### src/rtl/multi_lane_serializer.sv
// multi_lane_serializer: PORTS independent serial lanes sharing one DIV-cycle bit tick, each with a holding and a shift register; define SER_PARITY_EN to add an even-parity bit to each frame
module multi_lane_serializer #(
  parameter int PORTS = 4,
  parameter int WIDTH = 8,
  parameter int DIV = 10
) (
  input  logic                   clk,
  input  logic                   rst,
  input  logic [PORTS*WIDTH-1:0] in_data,
  input  logic [PORTS-1:0]       in_valid,
  output logic [PORTS-1:0]       in_ready,
  output logic [PORTS-1:0]       serial_out,
  output logic [PORTS-1:0]       busy
);
`ifdef SER_PARITY_EN
  localparam int FL = WIDTH + 3;
`else
  localparam int FL = WIDTH + 2;
`endif
  localparam int CW = DIV > 1 ? $clog2(DIV) : 1;
  localparam int BW = $clog2(FL);
  localparam logic [CW-1:0] CMAX = CW'(DIV - 1);
  localparam logic [BW-1:0] BMAX = BW'(FL - 1);
  typedef enum logic {IDLE, SHIFT} state_t;
  logic [CW-1:0] cnt;
  logic tick;
  assign tick = cnt == CMAX;
  always_ff @(posedge clk)
    if (!rst) cnt <= '0;
    else cnt <= tick ? '0 : cnt + 1'b1;
  for (genvar i = 0; i < PORTS; i++) begin : g_lane
    state_t st, st_n;
    logic full, full_n, so, so_n, rdy;
    logic [WIDTH-1:0] hold, hold_n;
    logic [FL-2:0] sh, sh_n;
    logic [BW-1:0] bc, bc_n;
    always_comb begin
      st_n = st;
      full_n = full;
      hold_n = hold;
      sh_n = sh;
      bc_n = bc;
      so_n = so;
      if (tick && st == SHIFT && bc != BMAX) begin
        so_n = sh[0];
        sh_n = sh >> 1;
        bc_n = bc + 1'b1;
      end else if (tick && full) begin
        st_n = SHIFT;
        so_n = 1'b0;
        full_n = 1'b0;
        bc_n = '0;
`ifdef SER_PARITY_EN
        sh_n = {1'b1, ^hold, hold};
`else
        sh_n = {1'b1, hold};
`endif
      end else if (tick) begin
        st_n = IDLE;
        so_n = 1'b1;
      end
      if (in_valid[i] && rdy) begin
        full_n = 1'b1;
        hold_n = in_data[i*WIDTH +: WIDTH];
      end
    end
    always_ff @(posedge clk)
      if (!rst) begin
        st <= IDLE;
        full <= 1'b0;
        hold <= '0;
        sh <= '0;
        bc <= '0;
        so <= 1'b1;
        rdy <= 1'b0;
      end else begin
        st <= st_n;
        full <= full_n;
        hold <= hold_n;
        sh <= sh_n;
        bc <= bc_n;
        so <= so_n;
        rdy <= !full_n;
      end
    assign serial_out[i] = so;
    assign in_ready[i] = rdy;
    assign busy[i] = st == SHIFT || full;
  end
endmodule

### config.mk
export PLATFORM = sky130hd
export DESIGN_NAME = multi_lane_serializer
export DESIGN_NICKNAME = d
export VERILOG_FILES = /design/src/rtl/multi_lane_serializer.sv
export SDC_FILE = /design/constraint.sdc
export NUM_CORES = 1
export LEC_CHECK = 0
export CAP_MARGIN = 20
export CELL_PAD_IN_SITES_DETAIL_PLACEMENT = 1
export CELL_PAD_IN_SITES_GLOBAL_PLACEMENT = 1
export CORE_MARGIN = 2
export CORE_UTILIZATION = 39
export CTS_CLUSTER_DIAMETER = 60
export DETAILED_ROUTE_END_ITERATION = 8
export HOLD_SLACK_MARGIN = 0.06
export PLACE_DENSITY = 0.77
export SYNTH_ARGS = -nofsm -noshare
export SYNTH_HDL_FRONTEND = slang
export SYNTH_SLANG_ARGS = --single-unit
### constraint.sdc
create_clock -name clk -period 1.6 [get_ports clk]
set_input_delay 0.32 -clock clk [delete_from_list [all_inputs] [get_ports clk]]
set_output_delay 0.32 -clock clk [all_outputs]
set_load 0.05 [all_outputs]
==> results.md, run 1 <==
* Max frequency at 636.3 MHz
* Clk Latency, worst-skew pair at 0.35 ns
* Status: finished, final reports clean
* HP Class: in -> reg
* Root Buffer: clkbuf_16
* RSZ-0062 raised after global routing: yes
* Distinct cells, synth at 41
* CP endpoint kind: flip-flop
* GP Congestion at 0.7399
* Register area at 2090 sq um
* Placed cell areas at 5338 sq um
* Worst Reg-to-Reg Cells at 7
* Setup TNS at 0 ns
* Cell area after synthesis at 4604 sq um
* Vias per inst at 5.457
* Hold depth at 3
* CTS Buffer Depth at 2
* Core Area at 11470 sq um
* 1st-pass router iterations at 4
* Clk_skew at 0.007378 ns
* Clock transition at the registers of the reported paths at 0.07 ns
* Initial antenna violation count at 0
* Final Cycle Share at 98.22%
* First-pass GRT wire length at 19460 um
* Layout Nets at 615
* Initial Utilization at 40.15%
* WP data arrival at 1.84 ns
* Min Tclk post-route at 1.572 ns
* Multi-input gate area at 2322 sq um
* Final Power at 5.535 mW
* Yosys warnings at 0
* Async SR Flop Fraction at 0%
* Lkg Pwr at 2.191 nW
* WL final at 11960 um
* Setup WS pre-CTS at -0.1924 ns
* Final ANT Viol Nets at 0
* Tightest Pin Transition at 0.3328 ns
* Rel. slew slack at 77.76%
* Mapped Cells at 504
* Max-slew violation count at 0
* Final Instance Area at 5841 sq um
* I/O Pins at 50
* Max-cap violation count at 0
* Final core occ at 50.93%
* Crit start category: flip-flop
* Placed insts at 687
* Hold_buf cts at 0
* Crit. path cell count at 7
* Syn-to-layout area delta at 26.85%
* GRT Overall Usage at 18.79%
* H-tree levels at 3
* Cell family with most CP delay: simple AND/OR/NAND/NOR gates
* Die Wd at 112.7 um
* DR WL/cell at 16.72 um
* Post-synth top area cell: dfxtp_1
* Fraction of layout cells with a size suffix above 1 at 21.33%
* Row count at 39
* Final setup margin at 0.02845 ns
* Final hold violations at 0
* Post-DP HPWL at 7752 um
* Synth area leaders: dfxtp_1 (45%), a21oi_1 (7.5%), nand2_1 (6.9%), o31a_1 (4.6%), nand3b_1 (4.2%)
* DRT iter0 DRCs at 81
* TritonCTS clock tree: built
* Syn_nets at 552
* CP Data Required Time at 1.87 ns
* Most frequent cells after synthesis: dfxtp_1 (104), nand2_1 (85), a21oi_1 (69)
* Slowest cell on the critical path: or3_1
* Synth top area share at 45.22%
* Hold_ws at 0.4160 ns
* Via count at 3902
* Worst vdd ir at 0.4839 mV
* Count leader, synth: dfxtp_1
* Largest net degree at the start of global routing at 37
* Port bufs at 49
* Max incr delay on CP at 0.37 ns
* Crit Path Class: reg -> reg
* Final number of setup-violating endpoints at 0
* Non-Filler Instances at 715
* Ant. Diodes at 0
* Fill count at 1301
* Total grt overflow at 0
* Syn_area_per_cell at 9.136 sq um
* Worst Path Buf+Inv at 2
* TritonCTS Buffers at 9
* Die footprint at 12690 sq um
* Post-synth EDFFs at 0
* Register area share after synthesis at 45.22%
* Vias in the first global route at 4027
* DR DRC count at 0
* CTS Sinks at 104
* Crit path max fanout at 5
* Top FF cell, synth: dfxtp_1
* Yosys reg bits at 104
* Crit-path cells: inv_2 -> ha_4 -> and3b_2 -> buf_12 -> nand3_4 -> or3_1 -> a31oi_1
* PwrDens at 947.7 nW/um^2
* Die Height at 112.7 um
## final timing paths
kind                                  startpoint                              to  slack (ns)
setup reg to reg               cnt[1]$_SDFF_PP0_    g_lane[2].bc[3]$_SDFFE_PN0P_        0.03
setup / recovery               cnt[1]$_SDFF_PP0_    g_lane[2].bc[3]$_SDFFE_PN0P_        0.03
hold reg to reg   g_lane[0].hold[2]$_SDFFE_PN0P_  g_lane[0].hold[2]$_SDFFE_PN0P_        0.46
hold / removal                               rst    g_lane[2].bc[1]$_SDFFE_PN0P_        0.42
## routing by layer
metal / track usage, % / part of all wire [%] / up-vias
met3: 3.510 / 2.2 / 11
met4: 4.472 / 0.85 / 0
met1: 23.51 / 47 / 1911
li1: - / - / 1940
met2: 33.41 / 50 / 40
met5: 0 / 0 / -
## state kept, by name, indices dropped and copies added (netlist names)
signal,count
cnt,4
g_lane.bc,16
g_lane.full,4
g_lane.hold,32
g_lane.rdy,4
g_lane.sh,36
g_lane.so,4
g_lane.st,4
## layout by cell type, fill, tap and decap left out, types with 4 or more instances in the layout
master,count
o22ai_1,9
inv_1,5
ha_1,6
clkbuf_16,9
dfxtp_1,98
inv_2,4
clkdlybuf4s50_1,36
o221a_1,15
mux2i_1,6
buf_12,8
dfxtp_2,6
and2_1,5
o221a_2,9
nor3_1,7
buf_4,45
o31a_1,24
o21ai_0,17
a21oi_1,67
nand3b_1,26
nand3_1,18
nand2_1,85
and3_1,5
## cell families after synthesis
logic type / synth area share, %
flip-flops: 45.22
adder cells (fa/ha/maj): 2.717
buffers and inverters: 6.712
multiplexers: 1.304
AND/OR/NAND/NOR: 19.73
AO/OA/AOI/OAI: 24.13
XOR/XNOR: 0.1903
## layout make-up
cell class	count	share of cell area (%)
clock inverter	6	1.307
clock buffer	10	4.092
inverter	12	0.8355
timing repair buffer	92	15.17
tap	143	3.063
sequential	104	35.78
multi-input combinational	348	39.76
## worst register-to-register path, cell delays in order (launching register included)
cell,delay (ns)
dfxtp_2,0.33
inv_2,0.06
ha_4,0.12
and3b_2,0.24
buf_12,0.12
nand3_4,0.09
or3_1,0.37
a31oi_1,0.18
## report_power, final
group          internal [mW]  leakage, nW  switching, mW  total (mW)
sequential              2.65        0.846         0.0469        2.70
clock                   1.28        0.155           1.04        2.33
combinational          0.245         1.19          0.267       0.512
total                   4.18         2.19           1.36        5.54
## what timing repair did
item                       CTS  global route
resized for setup           16            17
gates cloned                 2             2
setup endpoints to repair   45            34
buffers inserted             4             4
pin swaps                    4             5
Note: power is estimated with default switching activity, not from simulation.
==> run 2: changes to the inputs <==
--- a/config.mk
+++ b/config.mk
@@ -14,6 +14,8 @@
 export DETAILED_ROUTE_END_ITERATION = 8
 export HOLD_SLACK_MARGIN = 0.06
 export PLACE_DENSITY = 0.77
+export SETUP_SLACK_MARGIN = 0.05
 export SYNTH_ARGS = -nofsm -noshare
 export SYNTH_HDL_FRONTEND = slang
 export SYNTH_SLANG_ARGS = --single-unit
+export TNS_END_PERCENT = 5
==> run 2 against run 1 <==
Core utilization up 1.0 points; cell count increased by 0.42%; die area unchanged; combinational power up 2%; largest cell class unchanged; largest power group unchanged.
==> results.md, run 2 (synthesis results as in run 1) <==
* Most frequent cells in the layout: dfxtp_1 (89), nand2_1 (85), a21oi_1 (67)
* First-pass GRT wire length at 19730 um
* Crit Path Class: reg -> out
* Ant. Diodes at 0
* HP Class: in -> reg
* I/O Pins at 50
* Sw Share at 23.60%
* WL final at 12150 um
* Placed cell areas at 5391 sq um
* Largest register by flop count: g_lane.sh
* Fraction of layout cells with a size suffix above 1 at 22.78%
* Die Wd at 112.7 um
* PwrDens at 922.7 nW/um^2
* 1st-pass router iterations at 4
* Total grt overflow at 0
* Max incr delay on CP at 0.33 ns
* Via count at 3961
* Met1 GRT Util at 22.42%
* Commonest non-fill, non-tap cell in the layout: dfxtp_1
* Register area at 2101 sq um
* Fill count at 1298
* Vias per inst at 5.517
* Comb power frac at 9.5%
* Multi-input gate area at 2335 sq um
* Most Crowded Layer GR: met2
* Max frequency at 639.5 MHz
* CP Data Required Time at 1.28 ns
* Clk Latency, worst-skew pair at 0.36 ns
* Final number of setup-violating endpoints at 0
* Initial Utilization at 40.15%
* Vias in the first global route at 4112
* Max-cap violation count at 0
* Setup WS pre-CTS at -0.03669 ns
* Max-slew violation count at 0
* CP endpoint kind: output pin
* Tightest Pin Transition at 0.4590 ns
* Final Power at 5.499 mW
* Status: finished, final reports clean
* WP data arrival at 1.24 ns
* Sequential Power Share at 49.0%
* Rel. slew slack at 69.40%
* Max reg flops at 36
* Final core occ at 51.97%
* Final Cycle Share at 97.73%
* Slowest cell on the critical path: dfxtp_2
* Clk_skew at 0.004764 ns
* Final setup margin at 0.03630 ns
* CTS Buffer Depth at 2
* Worst Path Buf+Inv at 2
* GP Congestion at 0.7564
* Layout Nets at 618
* GRT Overall Usage at 19.24%
* Port bufs at 49
* DR DRC count at 0
* Worst vdd ir at 0.9131 mV
* Met2 GRT Util at 33.73%
* TritonCTS clock tree: built
* Final hold violations at 0
* Crit-path cells: buf_6 -> or2_4 -> buf_12
* DR WL/cell at 16.92 um
* Initial antenna violation count at 0
* Clock transition at the registers of the reported paths at 0.07 ns
* Largest regs: g_lane.sh (36), g_lane.hold (32), g_lane.bc (16)
* GR Layer Usage met3 at 5.400%
* Crit path max fanout at 10
* Final Instance Area at 5959 sq um
* RSZ-0062 raised after global routing: yes
* DRT iter0 DRCs at 88
* Final ANT Viol Nets at 0
* Cell family with most CP delay: flip-flops
* Lkg Pwr at 2.235 nW
* Largest net degree at the start of global routing at 43
* Root Buffer: clkbuf_16
* Syn-to-layout area delta at 29.43%
* Int Power at 4.201 mW
* CTS Sinks at 104
* Clock share of power at 41.5%
* Row count at 39
* H-tree levels at 3
* Post-DP HPWL at 7879 um
* Min Tclk post-route at 1.564 ns
* Crit start category: flip-flop
* Die footprint at 12690 sq um
* Sw power at 1.298 mW
* Core Area at 11470 sq um
* TritonCTS Buffers at 9
* Die Height at 112.7 um
run 2: changes by cell type in the layout (fill, tap and decap cells not counted), moves of 2 or more:
cell      before  now
buf_4         45   42
buf_6          2   10
clkbuf_1       0    3
clkinv_4       3    0
dfxtp_1       98   89
dfxtp_2        6   15
o21a_2         2    0
o21ai_1        3    5
o221a_2        9    5
o221a_4        0    4
or2_2          2    0
or2_4          2    4
run 2: tightest hold or removal path, stage by stage:
cell and delay (ns):
buf_2 0.11, inv_2 0.14, a21oi_1 0.14
run 2: path summary, 6_finish.rpt:
| check | startpoint | end | slack (ns) | cells past startpoint |
|---|---|---|---|---|
| worst min register to register | g_lane[2].hold[3]$_SDFFE_PN0P_ | g_lane[2].hold[3]$_SDFFE_PN0P_ | 0.46 | 2 |
| worst max register to register | cnt[1]$_SDFF_PP0_ | g_lane[1].sh[5]$_SDFFE_PN0P_ | 0.04 | 7 |
| worst min-delay path | rst | g_lane[3].hold[4]$_SDFFE_PN0P_ | 0.39 | 3 |
| worst max-delay path | g_lane[1].st$_SDFFE_PN0P_ | busy[1] | 0.04 | 3 |
run 2: final cells by class:
cell class / count / share of cell area (%)
clock buffer: 14 / 4.430
clock inverter: 2 / 0.6299
multi-input combinational: 344 / 39.18
timing repair buffer: 99 / 16.75
inverter: 12 / 0.7558
sequential: 104 / 35.25
tap: 143 / 3.002
run 2: repair_timing:
action | in CTS | in global routing
hold buffers | 0 | 0
setup buffers | 4 | 4
pin swaps | 7 | 13
cloned | 0 | 1
setup endpoints to repair | 31 | 50
resized for setup | 24 | 28
run 2: layer usage:
metal	part of all wire [%]	vias to the layer above
li1	-	1944
met1	44	1951
met2	51	47
met3	3.0	19
met4	1.8	0
met5	0	-
run 2: power by group through the flow:
| stage | clock network, mW | registers, mW | logic, mW |
|---|---|---|---|
| 3_3_place_gp | 0 | 2.75 | 0.487 |
| 2_1_floorplan | 0 | 2.74 | 0.282 |
| 4_1_cts | 2.32 | 2.69 | 0.513 |
| 5_1_grt | 2.45 | 2.70 | 0.565 |
| 6_report | 2.28 | 2.69 | 0.521 |
| 3_5_place_dp | 0 | 2.75 | 0.504 |
run 2: per-stage QoR:
stage               hold WS (ns)  std cells   TNS, ns
finish                    0.3912        718         0
floorplan                 0.4337        504         0
global placement          0.4479        693         0
detailed placement        0.4495        693   -0.2153
global route              0.4192        718  -0.08055
CTS                       0.3730        713         0
